File: src/rtl/fetch_unit.sv
// Instruction-fetch front end: owns PC, instruction register and memory-read handshake.
// Latency: start-to-valid 2 cycles; one instruction per 2 cycles with zero-wait memory and immediate ack.
// Backpressure: holds READ/address while mem_ready=0; holds ir_out/ir_valid until ir_ack.
// Optional: define FETCH_BRANCH_EN to honour branch_valid/branch_target (ports always present).
module fetch_unit #(
    parameter int                ADDR_W     = 9,
    parameter int                DATA_W     = 16,
    parameter logic [ADDR_W-1:0] RESET_ADDR = '0
) (
    input  logic              clk,
    input  logic              rst_n,
    input  logic              s,
    input  logic              halt,
    output logic [1:0]        mem_cmd,
    output logic [ADDR_W-1:0] mem_addr,
    input  logic [DATA_W-1:0] mem_rdata,
    input  logic              mem_ready,
    output logic [DATA_W-1:0] ir_out,
    output logic              ir_valid,
    input  logic              ir_ack,
    input  logic              branch_valid,
    input  logic [ADDR_W-1:0] branch_target,
    output logic [ADDR_W-1:0] pc_out,
    output logic              w
);

    localparam logic [1:0] CMD_NONE = 2'b00;
    localparam logic [1:0] CMD_READ = 2'b01;

`ifdef FETCH_BRANCH_EN
    localparam logic BRANCH_EN = 1'b1;
`else
    localparam logic BRANCH_EN = 1'b0;
`endif

    typedef enum logic [1:0] {
        IDLE  = 2'd0,
        FETCH = 2'd1,
        HOLD  = 2'd2
    } state_t;

    state_t            state_q, state_d;
    logic [ADDR_W-1:0] pc_q, pc_d;
    logic [DATA_W-1:0] ir_q, ir_d;
    logic              take_branch;

    // Redirects only exist when the branch feature is built in.
    assign take_branch = BRANCH_EN & branch_valid;

    // State, PC and IR registers; reset wipes any partially completed fetch.
    always_ff @(posedge clk or negedge rst_n) begin
        if (!rst_n) begin
            state_q <= IDLE;
            pc_q    <= RESET_ADDR;
            ir_q    <= '0;
        end else begin
            state_q <= state_d;
            pc_q    <= pc_d;
            ir_q    <= ir_d;
        end
    end

    // Next-state logic: a branch in FETCH wins over a same-cycle mem_ready so stale data never lands in IR.
    always_comb begin
        state_d = state_q;
        pc_d    = pc_q;
        ir_d    = ir_q;
        case (state_q)
            IDLE: begin
                if (s) begin
                    state_d = FETCH;
                end
            end
            FETCH: begin
                if (take_branch) begin
                    pc_d = branch_target;
                end else if (mem_ready) begin
                    ir_d    = mem_rdata;
                    state_d = HOLD;
                end
            end
            HOLD: begin
                if (ir_ack) begin
                    pc_d    = take_branch ? branch_target : pc_q + ADDR_W'(1);
                    state_d = halt ? IDLE : FETCH;
                end
            end
            default: begin
                state_d = IDLE;
            end
        endcase
    end

    // Outputs decode registered state only, so no input-to-output combinational paths exist.
    assign mem_cmd  = (state_q == FETCH) ? CMD_READ : CMD_NONE;
    assign mem_addr = (state_q == FETCH) ? pc_q : '0;
    assign ir_out   = ir_q;
    assign ir_valid = (state_q == HOLD);
    assign pc_out   = pc_q;
    assign w        = (state_q == IDLE);

endmodule

File: config.mk
export PLATFORM = sky130hd
export DESIGN_NAME = fetch_unit
export DESIGN_NICKNAME = d
export VERILOG_FILES = /design/src/rtl/fetch_unit.sv
export SDC_FILE = /design/constraint.sdc
export NUM_CORES = 1
export LEC_CHECK = 0
export BUFFER_PORTS_ARGS = -buffer_cell sky130_fd_sc_hd__buf_4
export CAP_MARGIN = 5
export CORE_MARGIN = 10
export CORE_UTILIZATION = 43
export CTS_CLUSTER_DIAMETER = 50
export CTS_CLUSTER_SIZE = 28
export DETAILED_ROUTE_END_ITERATION = 16
export PLACE_DENSITY_LB_ADDON = 0.15
export SLEW_MARGIN = 20
export SYNTH_ARGS = -nofsm -noshare
export SYNTH_HDL_FRONTEND = slang
export SYNTH_SLANG_ARGS = --single-unit
File: constraint.sdc
create_clock -name clk -period 1.4 [get_ports clk]
set_input_delay 0.21 -clock clk [delete_from_list [all_inputs] [get_ports clk]]
set_output_delay 0.21 -clock clk [all_outputs]
set_load 0.005 [all_outputs]
; Word level (Yosys, flattened, before mapping)
; Cells that the tools add are included.
[classes]
add_sub_neg = 1
multipliers = 0
n_div = 0
magnitude_cmp = 0
n_eq_ne = 5
shift = 0
muxes = 7
bitwise = 0
n_reduce_logical = 4
[ops]
columns = cell, count
row1 = "9-bit by 1-bit adder with 9-bit output, second input constant", 1
row2 = 9-bit two-way mux, 1
row3 = 2-bit two-way mux, 3
row4 = 2-bit one-hot mux with 3 select lines, 1
row5 = "2-bit != test, second input constant", 2
row6 = 2-bit AND reduction, 2
row7 = 3-bit AND reduction, 1
row8 = "2-bit by 1-bit equality test with 1-bit output, second input constant", 1
row9 = "2-bit equality test, second input constant", 1
row10 = 2-bit zero test, 1
row11 = 1-bit two-way mux, 2
row12 = "2-bit by 1-bit != test with 1-bit output, second input constant", 1
[totals]
regBits = 27
latchBits = 0
ram_bits = 0
romBits = 0
input_bits = 32
wordCells = 20
memories = 0

; Logic depth before layout (Yosys ltp)
; Gate-level depths: netlist of run 1.
[logic_depth]
ltp_word = 3
ltp_mapped = 4
ltp_nobuf = 4

; Least setup slack after synthesis of run 1
; No wires, ideal clock.
[synth_path]
path_type = flip-flop to flip-flop
startpoint = register state_q[1]
endpoint = register ir_q[0], in the netlist ir_out[0]
setup_time_ns = 0.125
arrival_time_ns = 1.145
required_time_ns = 1.275
path_slack_ns = 0.130
path_stages_with_launch = 5
path_buffers = 1
path_cell_list = dfrtp_1 > nor2b_4 > nand2_4 > buf_6 > mux2_4
[synth_between]
elab_chain_len = 2
[synth_lines]
columns = element, line
row1 = "start, declared", 42  ; state_t state_q, state_d;
row2 = "start signal, assigned", 57  ; state_q <= state_d;
row3 = 2-bit by 1-bit equality test with 1-bit output, 68  ; case (state_q)
row4 = 2-bit AND reduction (no line), --
row5 = "end signal, assigned", 59  ; ir_q <= ir_d;
row6 = "end, declared", 44  ; logic [DATA_W-1:0] ir_q, ir_d;
; No other way between the ends.
; A chain may end at the register's enable or synchronous reset.

; Worst setup path after layout of run 1
[layout_path]
startpoint = register state_q[1]
endpoint = output mem_addr[4]
[layout_between]
elab_chain_len = 2
[layout_lines]
columns = element, line
row1 = 2-bit by 1-bit equality test with 1-bit output, 96  ; assign mem_addr = (state_q == FETCH) ? pc_q : '0;
row2 = 9-bit two-way mux, 96
row3 = "end, declared", 15  ; output logic [ADDR_W-1:0] mem_addr,
; No other way between the ends.

==> metrics.txt, run 1 <==
count of H-tree levels built during CTS 1; Die Footprint roughly 0.0054 mm²; violated checks setup timing; element type at the critical path end primary output; clock-pin slew reported for the worst setup and hold paths after clock tree synthesis 0.16 ns; share of flip-flops with an asynchronous set or reset after synthesis 1.00; routed metal-1 wirelength 1080 µm; Setup Skew 0.0166 ns; cell accounting for the most synthesized area dfrtp_1; routability-driven placement congestion ratio just over 0.7; mean instance size in the synthesized netlist approximately 13 µm²; final hold vios 0; delay-heaviest family, CP flip-flops; Detailed Route WL approximately 3000 µm; share of the yosys chip area belonging to registers 0.545; Leak Pwr 0.988 nW; DRC Markers 0; Critical Path RT about 1.2 ns; cell area after placement 0.00170 mm²; dominant cells by area after synthesis dfrtp_1, mux2_4, mux2_2; root buffer selected by CTS clkbuf_4; vias after detailed routing between 900 and 1,000; type of the tightest min-delay check in2reg; maximum root-to-sink buffer count 2; dominant cell type by count on the critical path buf_6; top cell type's share of synthesized area 0.545; highest attainable clock frequency around 670 MHz; arrival time of data at the critical path endpoint approximately 1.3 ns; number of clock sinks seen by CTS 27; Synth Flop Type dfrtp_1; nets@finish 193; Net Count, Synth 125; GR Overflow Total 0; unrepaired setup endpoints after global routing yes; power density of the placed cells ~1900 mW/mm²; reg2reg path depth 5; vias in the first global route between 1,000 and 1,500; distinct cell type count of the synthesized netlist 26; pin count of the biggest net entering global routing 28; x dimension of the die 73.7 µm; cell chain of the critical path nor2b_4 -> buf_6 -> and2_4 -> buf_6; routed vias/inst between 4 and 5; cell count along the critical path 4; worst IR drop on VDD approximately 1300 µV; number of port buffers 58; endpoints failing setup 11; Post-DP HPWL roughly 2300 µm; Layout Area Growth over Synthesis 50.8%; Routed Antenna Nets 0; number of inserted diodes 0; Non-Filler Cell Area, Final about 0.0019 mm²; maxcap violations 0; Ys Warns 0; fraction of final layout cells with drive strength greater than 1 0.648; element type at the critical path start flop; most frequent cells in the layout buf_4, dfrtp_1, buf_6, mux2_4, and2_4; average wire length per cell after detail routing approximately 16 µm; Worst-Skew Late Latency around 0.33 ns; minimum setup slack in the final design -0.0896 ns; max-slew violation total from the final report 0; global-route wire length before repair between 4000 and 5000 µm; time the final worst path needs with I/O delays and setup 1.49 ns; Worst Setup Path Type reg2out; clock buffers created by TritonCTS 3; core region area ~0.0028 mm²; wire length on met2 roughly 1500 µm; count of boundary I/O pins 70; routed length on met3 roughly 370 µm; most common cell after layout, fill and taps aside buf_4; run status finished with violations; stage delay of the slowest cell on the critical path around 0.45 ns; standard-cell row count 19; TritonCTS clock tree yes; number of DRC markers after the initial detailed-route iteration 45; synthesized flop and latch total 27; Top Layer Used met4; overall track demand over capacity in global routing 0.107; Initial Util 0.450; vertical extent of the die roughly 74 µm; Detailed Routing Iterations Pass 1 3; standard cell with the maximum stage delay on the critical path dfrtp_2; setup TNS -0.826 ns; critical path peak fanout 6; post-route fraction of the period consumed by the critical path 1.06; number of antenna violations at the first check in global routing 0; Mapped Area about 0.0012 mm²; instance count of the mapped netlist 92; number of flops mapped to enable cells by yosys 0; buffer and inverter count on the worst path 2; number of stages on the worst hold path 2
cell usage after synthesis, drive strengths merged (2+ instances only):
cell type / n
xnor2: 2
nand4: 2
dfrtp: 27
inv: 2
nand2: 6
nor2: 3
mux2: 17
buf: 3
nor2b: 2
nor3: 4
xor2: 6
and2: 9
layout make-up:
type                       instances  area [µm²]
clock inverter                     1        7.51
sequential                        27         677
inverter                           2        7.51
clock buffer                       3        22.5
fill                             219         888
tap                               31        38.8
timing repair buffer              67         551
multi-input combinational         59         566
per-layer routing:
| layer | up-vias | track usage |
|---|---|---|
| met1 | 444 | 0.110 |
| li1 | 436 | - |
| met4 | 0 | 0.0311 |
| met2 | 35 | 0.186 |
| met3 | 2 | 0.0538 |
| met5 | - | 0 |
cell families (layout without fill, tap and decap cells):
| logic type | after synthesis | in the layout | share of synthesized area |
|---|---|---|---|
| xor gates and xnor gates | 8 | 8 | 0.0565 |
| and+or+nand+nor | 29 | 29 | 0.153 |
| AOI/OAI and AO/OA | 2 | 2 | 0.00908 |
| muxes | 18 | 18 | 0.193 |
| adders and majority gates | 1 | 1 | 0.0101 |
| other | 1 | 1 | 0.00302 |
| buffers and inverters | 6 | 73 | 0.0303 |
| DFF | 27 | 27 | 0.545 |
report_power, final:
group / internal [mW] / switching, mW
Combinational: 1.19 / 0.611
Clock: 0.109 / 0.244
Sequential: 1.10 / 0.240
worst paths after layout:
| path | endpoint | startpoint | slack, ns |
|---|---|---|---|
| worst min register to register | pc_out[8]$_DFFE_PN0P_ | pc_out[8]$_DFFE_PN0P_ | 0.53 |
| max in group asynchronous | state_q[1]$_DFFE_PN0P_ | rst_n | 0.80 |
| min in group asynchronous | pc_out[3]$_DFFE_PN0P_ | rst_n | 0.30 |
| worst min-delay path | ir_out[3]$_DFFE_PN0P_ | mem_rdata[3] | 0.09 |
| worst max-delay path | mem_addr[4] | state_q[1]$_DFFE_PN0P_ | -0.09 |
| worst max register to register | pc_out[1]$_DFFE_PN0P_ | state_q[1]$_DFFE_PN0P_ | -0.01 |
through the flow:
| step | instances | setup slack [ns] | hold WS, ns | total power, mW | util |
|---|---|---|---|---|---|
| floorplan | 92 | 0.130 | -0.0856 | 2.11 | - |
| global placement | 179 | 0.134 | 0.141 | 2.85 | 0.616 |
| detailed placement | 179 | 0.102 | 0.144 | 2.91 | 0.616 |
| CTS | 190 | -0.106 | 0.0777 | 3.50 | 0.671 |
| global route | 190 | -0.154 | 0.0689 | 3.74 | 0.678 |
| finish | 190 | -0.0896 | 0.0901 | 3.49 | 0.678 |
registers in the layout (all words and copies together), names as in the netlist:
| register | count |
|---|---|
| pc_out | 9 |
| ir_out | 16 |
| state_q | 2 |
timing repair:
action                     CTS  global route
pin swaps                    0             0
setup endpoints to repair   11            13
hold endpoints to repair    27             0
buffers inserted             5             0
gates resized for setup     20             6
cloned                       1             0
hold buffers                 1             0
(Power assumes the default switching activity.)
==> run 2: changes to the inputs <==
--- a/config.mk
+++ b/config.mk
@@ -7,6 +7,7 @@
 export LEC_CHECK = 0
 export BUFFER_PORTS_ARGS = -buffer_cell sky130_fd_sc_hd__buf_4
 export CAP_MARGIN = 5
+export CORE_ASPECT_RATIO = 0.5
 export CORE_MARGIN = 10
 export CORE_UTILIZATION = 43
 export CTS_CLUSTER_DIAMETER = 50
==> run 2 against run 1 <==
  * The flow still finishes with violations (setup timing)
  * Cell area up 0.87%
  * Clock power up 23%
  * Final cell count up 4.2%
  * Count of clock-buffer cells in the layout up 1
  * Sequential share of layout area down 0.31 points
  * Maximum frequency up 2.1%
  * Via count up 3.3%
  * Critical endpoint is now mem_addr[5]
  * Largest power group unchanged
==> metrics.txt, run 2 (same netlist as run 1, synthesis figures left out) <==
run status finished with violations; violated checks setup timing; unrepaired setup endpoints after global routing yes; power share of the combinational group 0.512; endpoints failing setup 10; clock buffers created by TritonCTS 3; Critical Path RT between 1 and 1.5 ns; element type at the critical path end primary output; element type at the critical path start flop; final hold vios 0; Worst-Skew Late Latency about 0.27 ns; core region area between 0.002 and 0.003 mm²; Final Util 0.707; Die Footprint about 0.0056 mm²; P_sw between 1 and 1.5 mW; critical path peak fanout 6; post-route fraction of the period consumed by the critical path 1.04; power density of the placed cells approximately 1900 mW/mm²; Leak Pwr just under 1 nW; most common cell after layout, fill and taps aside buf_4; standard cell with the maximum stage delay on the critical path dfrtp_2; worst hold slack roughly 0.17 ns; type of the tightest min-delay check in2reg; Post-DP HPWL about 2300 µm; count of boundary I/O pins 70; Detailed Route WL 3100 µm; share of power burned in registers 0.368; root buffer selected by CTS clkbuf_8; Clk network pwr share 0.121; max-slew violation total from the final report 0; Non-Filler Cell Area, Final roughly 0.0019 mm²; number of antenna violations at the first check in global routing 0; routability-driven placement congestion ratio about 0.71; cell chain of the critical path nor2b_4 -> buf_6 -> and2_4 -> buf_6; worst setup slack before clock tree synthesis 0.114 ns; filler-free cell count of the finished design roughly 200; standard-cell row count 13; dpl cells roughly 190; vias in the first global route 1,106; GR Overflow Total 0; number of DRC markers after the initial detailed-route iteration 11; setup TNS -0.392 ns; stage delay of the slowest cell on the critical path 0.43 ns; number of port buffers 58; nets@finish 195; number of inserted diodes 0; maximum root-to-sink buffer count 2; overall track demand over capacity in global routing 0.114; Routed Antenna Nets 0; switching part of the total 0.302; DRC Markers 0; overall power 3.60 mW; Setup Skew 0.00823 ns; Layout Area Growth over Synthesis 52.1%; routed vias/inst around 4.8; average wire length per cell after detail routing 15.6 µm; Detailed Routing Iterations Pass 1 3; fraction of final layout cells with drive strength greater than 1 0.627; vertical extent of the die slightly below 60 µm; minimum setup slack in the final design -0.0583 ns; TritonCTS clock tree yes; time the final worst path needs with I/O delays and setup 1.46 ns; Worst Setup Path Type reg2out; Initial Util 0.465; pin count of the biggest net entering global routing 28; worst IR drop on VDD about 1100 µV; cell area after placement roughly 0.0017 mm²; count of H-tree levels built during CTS 1; Pint approximately 2.5 mW; arrival time of data at the critical path endpoint about 1.3 ns; number of clock sinks seen by CTS 27; most frequent cells in the layout buf_4, dfrtp_1, mux2_4, buf_6, mux2_2; clock-pin slew reported for the worst setup and hold paths after clock tree synthesis about 0.090 ns; maxcap violations 0; vias after detailed routing 947; highest attainable clock frequency between 600 and 700 MHz; dominant cell type by count on the critical path buf_6; number of flip-flops under the largest register name 16; global-route wire length before repair between 5000 and 6000 µm; x dimension of the die roughly 96 µm
run 2: cell count changes in the layout (fill, tap and decap cells not counted):
cell and change:
buf_4 +5, and2_1 +3, and2_4 -3, buf_6 -3, clkbuf_4 -3, clkbuf_8 +3
clkbuf_1 +1, clkinvlp_4 -1, nand2_2 +1, nand2_4 -1, nor2_1 +1, nor2_2 -1
nor3_1 -1, nor3_2 +1
run 2: timing repair:
| item | in CTS | in global routing |
|---|---|---|
| pin swaps | 0 | 1 |
| endpoints found under the hold margin | 27 | 0 |
| resized for setup | 9 | 10 |
| setup buffers | 4 | 2 |
| endpoints found under the setup margin | 10 | 24 |
| hold buffers | 1 | 0 |
| gates cloned | 1 | 0 |
run 2: path summary, 6_finish.rpt:
check / slack [ns] / endpoint / startpoint / cells after the start
worst max-delay path: -0.06 / mem_addr[5] / state_q[1]$_DFFE_PN0P_ / 4
max in group asynchronous: 0.75 / state_q[1]$_DFFE_PN0P_ / rst_n / 2
worst max register to register: 0.07 / ir_out[6]$_DFFE_PN0P_ / state_q[0]$_DFFE_PN0P_ / 4
worst min-delay path: 0.17 / ir_out[12]$_DFFE_PN0P_ / mem_rdata[12] / 2
min in group asynchronous: 0.38 / state_q[0]$_DFFE_PN0P_ / rst_n / 2
worst min register to register: 0.51 / pc_out[8]$_DFFE_PN0P_ / pc_out[8]$_DFFE_PN0P_ / 1
run 2: final cells by class:
cell class                 instances  area (µm²)
clock buffer                       4        45.0
fill                             200         782
inverter                           2        7.51
multi-input combinational         59         556
sequential                        27         677
tap                               37        46.3
timing repair buffer              69         554
run 2: worst max-delay path: cells and delay by family, from the launching register on:
| family | cells | cell delay, ns |
|---|---|---|
| buffers and inverters | 2 | 0.23 |
| DFF | 1 | 0.43 |
| and+or+nand+nor | 2 | 0.31 |
run 2: per-layer routing:
metal	track usage	vias up	wire, µm
met3	0.0680	3	390
met1	0.111	464	1120
met4	0.0125	0	14
li1	-	443	-
met5	0	-	0
met2	0.212	37	1570
run 2: power by group through the flow:
stage / clock network [mW] / registers (mW) / logic (mW)
2_1_floorplan: 0 / 1.36 / 0.748
4_1_cts: 0.458 / 1.32 / 1.76
6_report: 0.434 / 1.32 / 1.84
3_3_place_gp: 0 / 1.34 / 1.55
3_5_place_dp: 0 / 1.35 / 1.59
5_1_grt: 0.491 / 1.38 / 2.01
==> run 3: changes to the inputs <==
--- a/config.mk
+++ b/config.mk
@@ -5,7 +5,7 @@
 export SDC_FILE = /design/constraint.sdc
 export NUM_CORES = 1
 export LEC_CHECK = 0
-export BUFFER_PORTS_ARGS = -buffer_cell sky130_fd_sc_hd__buf_4
+export BUFFER_PORTS_ARGS = -buffer_cell sky130_fd_sc_hd__buf_2
 export CAP_MARGIN = 5
 export CORE_ASPECT_RATIO = 0.5
 export CORE_MARGIN = 10
==> run 3 against run 2 <==
  * The flow still finishes with violations (setup timing)
  * First-iteration DRC count rose by 18%
  * Cell area shrank 11%
  * Maximum frequency is 1.7% higher
  * Worst setup slack gained 0.025 ns
  * Combinational power is 21% lower
  * Sequential power about the same
  * Global-route usage is 1.3 points lower
  * Core utilization decreased by 7.8 points
  * Final cell count fell by 1.5%
  * Critical path type unchanged
==> metrics.txt, run 3 (same netlist as run 1, synthesis figures left out) <==
endpoints failing setup 9; vertical extent of the die 58.0 µm; Final Util 0.629; maxcap violations 0; slew at the pin with the worst max-slew slack between 0.5 and 0.6 ns; x dimension of the die 95.9 µm; pin count of the biggest net entering global routing 28; met3 GRT Util 0.0578; overall track demand over capacity in global routing 0.101; met2 Resource Use GR 0.179; Worst-Skew Late Latency 0.27 ns; most frequent cells in the layout buf_2, dfrtp_1, mux2_4, and2_1, mux2_2; vias after detailed routing approximately 900; element type at the critical path end primary output; average wire length per cell after detail routing around 14 µm; count of H-tree levels built during CTS 1; highest attainable clock frequency around 700 MHz; power density of the placed cells roughly 1900 mW/mm²; Worst Setup Path Type reg2out; global routing's busiest layer met2; minimum setup slack in the final design -0.0332 ns; Fill cells 216; Post-DP HPWL ~2200 µm; Detailed Route WL between 2000 and 3000 µm; Routed Antenna Nets 0; buffer and inverter count on the worst path 2; Worst setup startpoint state_q[0]$_DFFE_PN0P_; time the final worst path needs with I/O delays and setup 1.43 ns; run status finished with violations; standard cell with the maximum stage delay on the critical path dfrtp_1; number of port buffers 58; number of DRC markers after the initial detailed-route iteration 13; vias in the first global route 990; filler-free cell count of the finished design 195; critical path peak fanout 11; worst hold slack approximately 0.16 ns; number of inserted diodes 0; Setup Skew 0.00687 ns; stage delay of the slowest cell on the critical path just over 0.4 ns; routed vias/inst between 4 and 5; tightest slew margin relative to the limit 0.615; violated checks setup timing; hold path startpoint mem_rdata[12]; TritonCTS clock tree yes; Die Footprint 0.00556 mm²; final hold vios 0; Critical Path RT between 1 and 1.5 ns; number of clock sinks seen by CTS 27; number of flip-flops under the largest register name 16; arrival time of data at the critical path endpoint 1.22 ns; nets@finish around 190; global-route wire length before repair 4510 µm; delay-heaviest family, CP flip-flops; unrepaired setup endpoints after global routing yes; launching point of the worst reg2reg path state_q[0]$_DFFE_PN0P_; maximum root-to-sink buffer count 2; number of antenna violations at the first check in global routing 0; clock-pin slew reported for the worst setup and hold paths after clock tree synthesis 0.09 ns; Layout Area Growth over Synthesis 35.3%; post-route fraction of the period consumed by the critical path 1.02; DRC Markers 0; standard-cell row count 13; element type at the critical path start flop; Leak Pwr 0.931 nW; type of the tightest min-delay check in2reg; fraction of final layout cells with drive strength greater than 1 0.576; count of boundary I/O pins 70; most common cell after layout, fill and taps aside buf_2; routability-driven placement congestion ratio roughly 0.74; GR Overflow Total 0; Initial Util 0.465; Detailed Routing Iterations Pass 1 2; core region area between 0.002 and 0.003 mm²; root buffer selected by CTS clkbuf_8; max-slew violation total from the final report 0; dpl cells roughly 190; worst IR drop on VDD 956 µV; cell chain of the critical path nor2b_4 -> buf_6 -> and2_1 -> buf_2; clock buffers created by TritonCTS 3; M1 GR Usage 0.110
[run 3: cell count changes in the layout (fill, tap and decap cells not counted), sizes merged]
cell / previous run / this run
buf: 68 / 65
[run 3: final timing paths]
check | endpoint | slack [ns] | depth (start not counted)
worst max-delay path | mem_addr[3] | -0.03 | 4
worst min register to register | pc_out[8]$_DFFE_PN0P_ | 0.50 | 1
worst min-delay path | ir_out[12]$_DFFE_PN0P_ | 0.16 | 2
worst max register to register | ir_out[6]$_DFFE_PN0P_ | 0.07 | 4
max in group asynchronous | state_q[1]$_DFFE_PN0P_ | 0.52 | 2
min in group asynchronous | state_q[0]$_DFFE_PN0P_ | 0.47 | 2
[run 3: routing by layer]
metal,vias to the layer above,share of wire
li1,435,-
met1,427,0.40
met2,37,0.48
met3,0,0.12
met4,0,0
met5,-,0
[run 3: metrics by stage]
stage / TNS (ns) / power, mW / instance area [µm²] / worst slack (ns)
floorplan: 0 / 2.11 / 1240 / 0.130
global placement: 0 / 2.63 / 1560 / 0.123
detailed placement: 0 / 2.67 / 1560 / 0.114
CTS: -0.337 / 3.21 / 1650 / -0.0413
global route: -1.32 / 3.47 / 1680 / -0.159
finish: -0.260 / 3.22 / 1680 / -0.0332
[run 3: cell type report]
type / count / area (µm²) / share of cell area
multi-input cells: 59 / 536 / 0.319
repair buffers: 66 / 367 / 0.218
inverters: 2 / 7.51 / 0.00447
well taps: 37 / 46.3 / 0.0276
flip-flops and latches: 27 / 677 / 0.403
clock buffers: 4 / 45.0 / 0.0268
[run 3: report_power, final]
part	internal (mW)	switching, mW
clock network	0.204	0.230
logic	0.900	0.564
registers	1.10	0.219
[run 3: repair_timing]
action | CTS | global route
gates resized for setup | 4 | 1
setup buffers | 2 | 3
endpoints found under the setup margin | 10 | 20
pin swaps | 1 | 1
endpoints found under the hold margin | 27 | 0
hold buffers | 1 | 0
